### config.mk
export PLATFORM = sky130hd
export DESIGN_NAME = fwd_hazard_unit
export DESIGN_NICKNAME = d
export VERILOG_FILES = /design/src/rtl/fwd_hazard_unit.sv
export SDC_FILE = /design/constraint.sdc
export NUM_CORES = 1
export LEC_CHECK = 0
export CAP_MARGIN = 20
export CORE_ASPECT_RATIO = 2
export CORE_MARGIN = 2
export CORE_UTILIZATION = 47
export DETAILED_ROUTE_END_ITERATION = 16
export MAX_ROUTING_LAYER = met4
export PLACE_DENSITY_LB_ADDON = 0.15
export SYNTH_ARGS = -nofsm -noshare
export SYNTH_HDL_FRONTEND = slang
export SYNTH_SLANG_ARGS = --single-unit
### constraint.sdc
create_clock -name clk_i -period 2.55 [get_ports clk_i]
set_input_delay 0.255 -clock clk_i [delete_from_list [all_inputs] [get_ports clk_i]]
set_output_delay 0.255 -clock clk_i [all_outputs]
set_load 0.02 [all_outputs]
### src/rtl/fwd_hazard_unit.sv
// Forwarding select and load-use stall unit; tracks in-flight destination tags over DEPTH post-EX stages.
// Forwarding and stall are combinational from the tag pipeline; hold_i freezes tags and the stall counter.
module fwd_hazard_unit #(
    parameter int REG_AW   = 5,
    parameter int NUM_SRC  = 2,
    parameter int DEPTH    = 2,
    parameter int LOAD_LAT = 1,
    parameter int CNT_W    = 16,
    localparam int SEL_W   = 3
) (
    input  logic                      clk_i,
    input  logic                      rst_i,
    input  logic                      hold_i,
    input  logic                      ex_valid_i,
    input  logic [REG_AW-1:0]         ex_rd_i,
    input  logic                      ex_regwrite_i,
    input  logic                      ex_memread_i,
    input  logic [NUM_SRC*REG_AW-1:0] ex_src_i,
    input  logic [NUM_SRC*REG_AW-1:0] id_src_i,
    input  logic [NUM_SRC-1:0]        id_use_i,
    output logic [NUM_SRC*SEL_W-1:0]  fwd_sel_o,
    output logic                      load_use_stall_o,
    output logic [CNT_W-1:0]          stall_cnt_o,
    output logic                      fwd_err_o
);

    // Index 0 is stage 1 (MEM), index DEPTH-1 is the last write-back stage.
    logic [DEPTH-1:0]             v_q, rw_q, ld_q;
    logic [DEPTH-1:0][REG_AW-1:0] rd_q;
    logic [DEPTH-1:0]             live;
    logic [CNT_W-1:0]             cnt_q, cnt_d;
    logic                         err_q, err_d;
    logic                         err_now;
    logic                         found;
    logic [REG_AW-1:0]            src;

    always_comb begin
        for (int k = 0; k < DEPTH; k++) begin
            live[k] = v_q[k] & rw_q[k] & (rd_q[k] != '0);
        end
    end

    // The youngest live match wins; an unready load blocks the search of older stages.
    always_comb begin
        fwd_sel_o = '0;
        err_now   = 1'b0;
        found     = 1'b0;
        src       = '0;
        for (int j = 0; j < NUM_SRC; j++) begin
            found = 1'b0;
            src   = ex_src_i[j*REG_AW +: REG_AW];
            for (int k = 0; k < DEPTH; k++) begin
                if (!found && live[k] && (src != '0) && (rd_q[k] == src)) begin
                    found = 1'b1;
                    if (ld_q[k] && (k < LOAD_LAT)) begin
                        err_now = 1'b1;
                    end else begin
                        fwd_sel_o[j*SEL_W +: SEL_W] = SEL_W'(k + 1);
                    end
                end
            end
        end
    end

    always_comb begin
        load_use_stall_o = 1'b0;
        for (int j = 0; j < NUM_SRC; j++) begin
            if (id_use_i[j] && (id_src_i[j*REG_AW +: REG_AW] != '0)) begin
                if (ex_valid_i && ex_regwrite_i && ex_memread_i &&
                    (ex_rd_i == id_src_i[j*REG_AW +: REG_AW])) begin
                    load_use_stall_o = 1'b1;
                end
                for (int k = 0; k < DEPTH; k++) begin
                    if ((k < LOAD_LAT - 1) && live[k] && ld_q[k] &&
                        (rd_q[k] == id_src_i[j*REG_AW +: REG_AW])) begin
                        load_use_stall_o = 1'b1;
                    end
                end
            end
        end
    end

    always_comb begin
        cnt_d = cnt_q;
        if (!hold_i && load_use_stall_o && (cnt_q != {CNT_W{1'b1}})) begin
            cnt_d = cnt_q + 1'b1;
        end
        err_d = err_q | err_now;
    end

    always_ff @(posedge clk_i) begin
        if (!rst_i) begin
            v_q   <= '0;
            rw_q  <= '0;
            ld_q  <= '0;
            rd_q  <= '0;
            cnt_q <= '0;
            err_q <= 1'b0;
        end else begin
            cnt_q <= cnt_d;
            err_q <= err_d;
            if (!hold_i) begin
                v_q[0]  <= ex_valid_i;
                rw_q[0] <= ex_regwrite_i;
                ld_q[0] <= ex_memread_i;
                rd_q[0] <= ex_rd_i;
                for (int k = 1; k < DEPTH; k++) begin
                    v_q[k]  <= v_q[k-1];
                    rw_q[k] <= rw_q[k-1];
                    ld_q[k] <= ld_q[k-1];
                    rd_q[k] <= rd_q[k-1];
                end
            end
        end
    end

    assign stall_cnt_o = cnt_q;
    assign fwd_err_o   = err_q;

endmodule
==> run_summary.xml <==
<?xml version="1.0" encoding="UTF-8"?>
<metrics>
  <group name="power_and_ir_drop">
    <metric name="p_clk_frac" unit="">0.400</metric>
    <metric name="p_int" unit="W">0.000908</metric>
    <metric name="power.sequential.fraction" unit="">0.440</metric>
    <metric name="total_power" unit="W">0.00119</metric>
    <metric name="pwr_density_cell" unit="mW/mm^2">435</metric>
    <metric name="p_switching" unit="W">0.000280</metric>
    <metric name="switching_share_of_total_power" unit="">0.236</metric>
    <metric name="irDropWorstVdd" unit="uV">521</metric>
    <metric name="p_leak" unit="nW">1.02</metric>
    <metric name="power_frac_comb" unit="">0.160</metric>
  </group>
  <group name="logic_synthesis">
    <metric name="ys_warn_count" unit="">0</metric>
    <metric name="synth_seq_cells" unit="">32</metric>
    <metric name="postSynthAreaPerCell" unit="um^2">8.83</metric>
    <metric name="synth_top_family_by_area" unit="">simple AND/OR/NAND/NOR gates</metric>
    <metric name="arithmetic_cell_share_of_the_synthesized_area_counting_full_adders_half_adders_and_majority_gates" unit="">0.00656</metric>
    <metric name="synth_top_cells_by_area" unit="">sky130_fd_sc_hd__dfxtp_1 (34%), sky130_fd_sc_hd__mux2i_1 (9.4%), sky130_fd_sc_hd__xnor2_1 (7.8%), sky130_fd_sc_hd__xor2_1 (6.0%), sky130_fd_sc_hd__nor2_1 (3.7%)</metric>
    <metric name="yosys-top-cells-count" unit="">sky130_fd_sc_hd__dfxtp_1 (32), sky130_fd_sc_hd__nor2_1 (19), sky130_fd_sc_hd__mux2i_1 (18), sky130_fd_sc_hd__xnor2_1 (17), sky130_fd_sc_hd__xor2_1 (13)</metric>
    <metric name="synthFlopType" unit="">sky130_fd_sc_hd__dfxtp_1</metric>
    <metric name="asyncSetResetFlopFracSynth" unit="">0</metric>
    <metric name="synthDominantAreaCellType" unit="">sky130_fd_sc_hd__dfxtp_1</metric>
    <metric name="synth_xor_area_frac" unit="">0.138</metric>
    <metric name="synth_enable_flop_cells" unit="">0</metric>
    <metric name="synth_compound_gate_area_share" unit="">0.144</metric>
    <metric name="netlist-cell-type-count" unit="">41</metric>
    <metric name="synth.yosys.seq_area_share" unit="">0.336</metric>
    <metric name="post-synth-top-count-cell" unit="">sky130_fd_sc_hd__dfxtp_1</metric>
    <metric name="synth-simple-area-share" unit="">0.234</metric>
    <metric name="synthesis.area" unit="mm^2">0.00191</metric>
    <metric name="syn_inst" unit="">216</metric>
    <metric name="synth_largest_type_area_fraction" unit="">0.336</metric>
    <metric name="muxShareOfSynthArea" unit="">0.0945</metric>
  </group>
  <group name="route">
    <metric name="detailedRoute.firstPassIterationCount" unit="">4</metric>
    <metric name="first_iter_violations" unit="">26</metric>
    <metric name="drcViolationCount" unit="">0</metric>
    <metric name="postRouteWirelength" unit="um">4800</metric>
    <metric name="routed-via-count" unit="">1796</metric>
    <metric name="viasPerCell" unit="">5.27</metric>
    <metric name="route.detailed.wl_per_inst" unit="um">14.1</metric>
    <metric name="route.antenna.remaining_nets" unit="">0</metric>
  </group>
  <group name="critical_path">
    <metric name="setup.worst_path.start" unit="">id_src_i[0]</metric>
    <metric name="worstSetupEndpoint" unit="">load_use_stall_o</metric>
    <metric name="critical-path-top-delay-family" unit="">buffers and inverters</metric>
    <metric name="crit_fanout" unit="">2</metric>
    <metric name="worstPathArrival" unit="ps">2180</metric>
    <metric name="setup.reg_to_reg.worst_slack" unit="ps">450</metric>
    <metric name="r2r_start" unit="">stall_cnt_o[0]</metric>
    <metric name="crit_chain" unit="">clkdlybuf4s50_1 -&gt; o41ai_2 -&gt; buf_4 -&gt; a2111oi_4 -&gt; or2_2 -&gt; clkdlybuf4s50_1</metric>
    <metric name="critical_path_buf_inv_count" unit="">3</metric>
    <metric name="critPathRequiredTime" unit="ps">2300</metric>
    <metric name="path_depth" unit="">6</metric>
    <metric name="rr_worst_depth" unit="">6</metric>
    <metric name="worst_setup_path_start_kind" unit="">input port</metric>
    <metric name="endpoint_kind" unit="">output pin</metric>
    <metric name="max_stage_delay" unit="ps">540</metric>
    <metric name="crit-reg2reg-capture" unit="">stall_cnt_o[9]</metric>
    <metric name="critPathKind" unit="">input port to output pin</metric>
    <metric name="critPathMostFrequentCell" unit="">sky130_fd_sc_hd__clkdlybuf4s50_1</metric>
    <metric name="critical_path_s_slowest_cell" unit="">sky130_fd_sc_hd__clkdlybuf4s50_1</metric>
  </group>
  <group name="placed_design">
    <metric name="placed_cell_area" unit="mm^2">0.00260</metric>
    <metric name="hpwl_after_dpl" unit="um">3810</metric>
    <metric name="port_buffers" unit="">54</metric>
    <metric name="gp_routability_congestion" unit="">0.783</metric>
    <metric name="dpl_worst_slack" unit="ps">-191</metric>
  </group>
  <group name="sta">
    <metric name="grt_setup_unrepaired" unit="">no</metric>
    <metric name="max-slew-margin-rel" unit="">0.508</metric>
    <metric name="timing.clock.skew" unit="ps">6.56</metric>
    <metric name="max_slew.worst_pin.slew" unit="ps">737</metric>
    <metric name="hold_violations" unit="">0</metric>
    <metric name="setup_viol" unit="">0</metric>
    <metric name="final.min_clock_period" unit="ps">2440</metric>
    <metric name="smallest_setup_slack_after_layout" unit="ps">115</metric>
    <metric name="maxSlewViolCount" unit="">0</metric>
    <metric name="setup_tns" unit="ps">0</metric>
    <metric name="finalCritPeriodShare" unit="">0.955</metric>
    <metric name="timing.hold.ws" unit="ps">453</metric>
    <metric name="max_freq" unit="MHz">411</metric>
  </group>
  <group name="min_path">
    <metric name="worst_hold_path_stage_count" unit="">2</metric>
    <metric name="min_path_type" unit="">flip-flop to flip-flop</metric>
  </group>
  <group name="clock_network">
    <metric name="tritoncts" unit="">done</metric>
    <metric name="clock_insertion_delay_worst_skew" unit="ps">280</metric>
    <metric name="cts.sinks" unit="">32</metric>
    <metric name="cts_made_buffers" unit="">5</metric>
    <metric name="clockRootBuffer" unit="">sky130_fd_sc_hd__clkbuf_8</metric>
    <metric name="clk_path_buf_depth" unit="">2</metric>
    <metric name="clk_pin_slew" unit="ps">70</metric>
    <metric name="cts_htree_levels" unit="">2</metric>
  </group>
  <group name="floorplan">
    <metric name="placementRows" unit="">32</metric>
    <metric name="chipHeight" unit="um">94.1</metric>
    <metric name="initial_utilization" unit="">0.491</metric>
    <metric name="fp.coreArea" unit="mm^2">0.00388</metric>
    <metric name="die_area" unit="mm^2">0.00461</metric>
    <metric name="die_width" unit="um">49.0</metric>
    <metric name="ios" unit="">57</metric>
  </group>
  <group name="global_routing">
    <metric name="grt_antenna_before_repair" unit="">0</metric>
    <metric name="grt_pass1_wl" unit="um">8230</metric>
    <metric name="maximum_number_of_pins_on_one_net_before_global_route_repair" unit="">27</metric>
    <metric name="track_usage" unit="">0.237</metric>
    <metric name="first_global_vias" unit="">1804</metric>
    <metric name="grt.overflow.total" unit="">0</metric>
  </group>
  <group name="final_layout">
    <metric name="drive_above_1_share" unit="">0.141</metric>
    <metric name="area.growth.synth_to_final" unit="%">43.2</metric>
    <metric name="num_antenna_cells" unit="">0</metric>
    <metric name="finalNetCount" unit="">323</metric>
    <metric name="post-route-cell-area" unit="mm^2">0.00273</metric>
  </group>
  <group name="run">
    <metric name="cap_violations" unit="">0</metric>
  </group>
  <group name="run_status">
    <metric name="run_status" unit="">finished clean</metric>
  </group>
</metrics>
-- per-layer routing --
layer | vias to the layer above | part of all wire | GRT usage
met1 | 839 | 0.36 | 0.224
met2 | 35 | 0.60 | 0.475
met5 | - | 0 | -
met4 | 0 | 0.012 | 0.0857
li1 | 918 | - | -
met3 | 4 | 0.025 | 0.0255
-- cell usage in the layout, fill, tap and decap left out, types with 7 or more instances in the layout --
cell type and n:
sky130_fd_sc_hd__buf_4 20, sky130_fd_sc_hd__dfxtp_1 32, sky130_fd_sc_hd__o21ai_0 9, sky130_fd_sc_hd__a21oi_1 8, sky130_fd_sc_hd__clkdlybuf4s50_1 50, sky130_fd_sc_hd__or4_1 7, sky130_fd_sc_hd__xnor2_1 17, sky130_fd_sc_hd__xor2_1 13
sky130_fd_sc_hd__mux2i_1 18, sky130_fd_sc_hd__nor2_1 19, sky130_fd_sc_hd__nand2_1 10
-- worst min path at each step --
stage                  from  slack (ps)         to
5_1_grt           fwd_err_o         490  fwd_err_o
3_5_place_dp      fwd_err_o         450  fwd_err_o
3_3_place_gp      fwd_err_o         450  fwd_err_o
4_1_cts           fwd_err_o         460  fwd_err_o
2_1_floorplan  ex_memread_i         400    ld_q[0]
6_report          fwd_err_o         450  fwd_err_o
-- through the flow --
stage,std cells,utilization
after floorplan,217,-
after CTS,341,0.703
after global placement,332,0.670
after detailed placement,332,0.670
final,341,0.703
after global routing,341,0.703
-- state kept, by name, summed over array words and instances, names as in the netlist --
name	cells
v_q	2
ld_q	1
rw_q	2
rd_q	10
fwd_err_o	1
stall_cnt_o	16
-- area by class of cell --
class,count,area [um^2]
clock buffer,5,68.8
clock inverter,3,42.5
fill,333,1150
inverter,8,30.0
multi-input combinational,168,1200
sequential,32,641
tap,51,63.8
timing repair buffer,74,682
-- cells by family (layout without fill, tap and decap cells) --
family,count (synthesis),after routing
buffers and inverters,17,90
xor gates and xnor gates,30,30
AOI/OAI and AO/OA,39,39
and+or+nand+nor,78,78
adders and majority gates,1,1
muxes,18,18
DFF,32,32
other,1,2
-- power by group through the flow --
stage	combinational (W)	sequential, W	clock (W)
floorplan	0.0000897	0.000533	0
global placement	0.000186	0.000534	0
detailed placement	0.000188	0.000534	0
CTS	0.000192	0.000523	0.000485
global route	0.000208	0.000524	0.000506
finish	0.000191	0.000522	0.000475
-- worst min-delay path: stages, from the launching register on --
cell and delay, ps:
sky130_fd_sc_hd__dfxtp_1 310, sky130_fd_sc_hd__inv_1 50, sky130_fd_sc_hd__a21oi_1 50
-- repair_timing --
action,CTS,global route
hold buffers,0,0
setup buffers,1,0
endpoints found under the setup margin,4,4
pin swaps,1,1
gates resized for setup,5,8
Note: power is estimated with default switching activity, not from simulation.
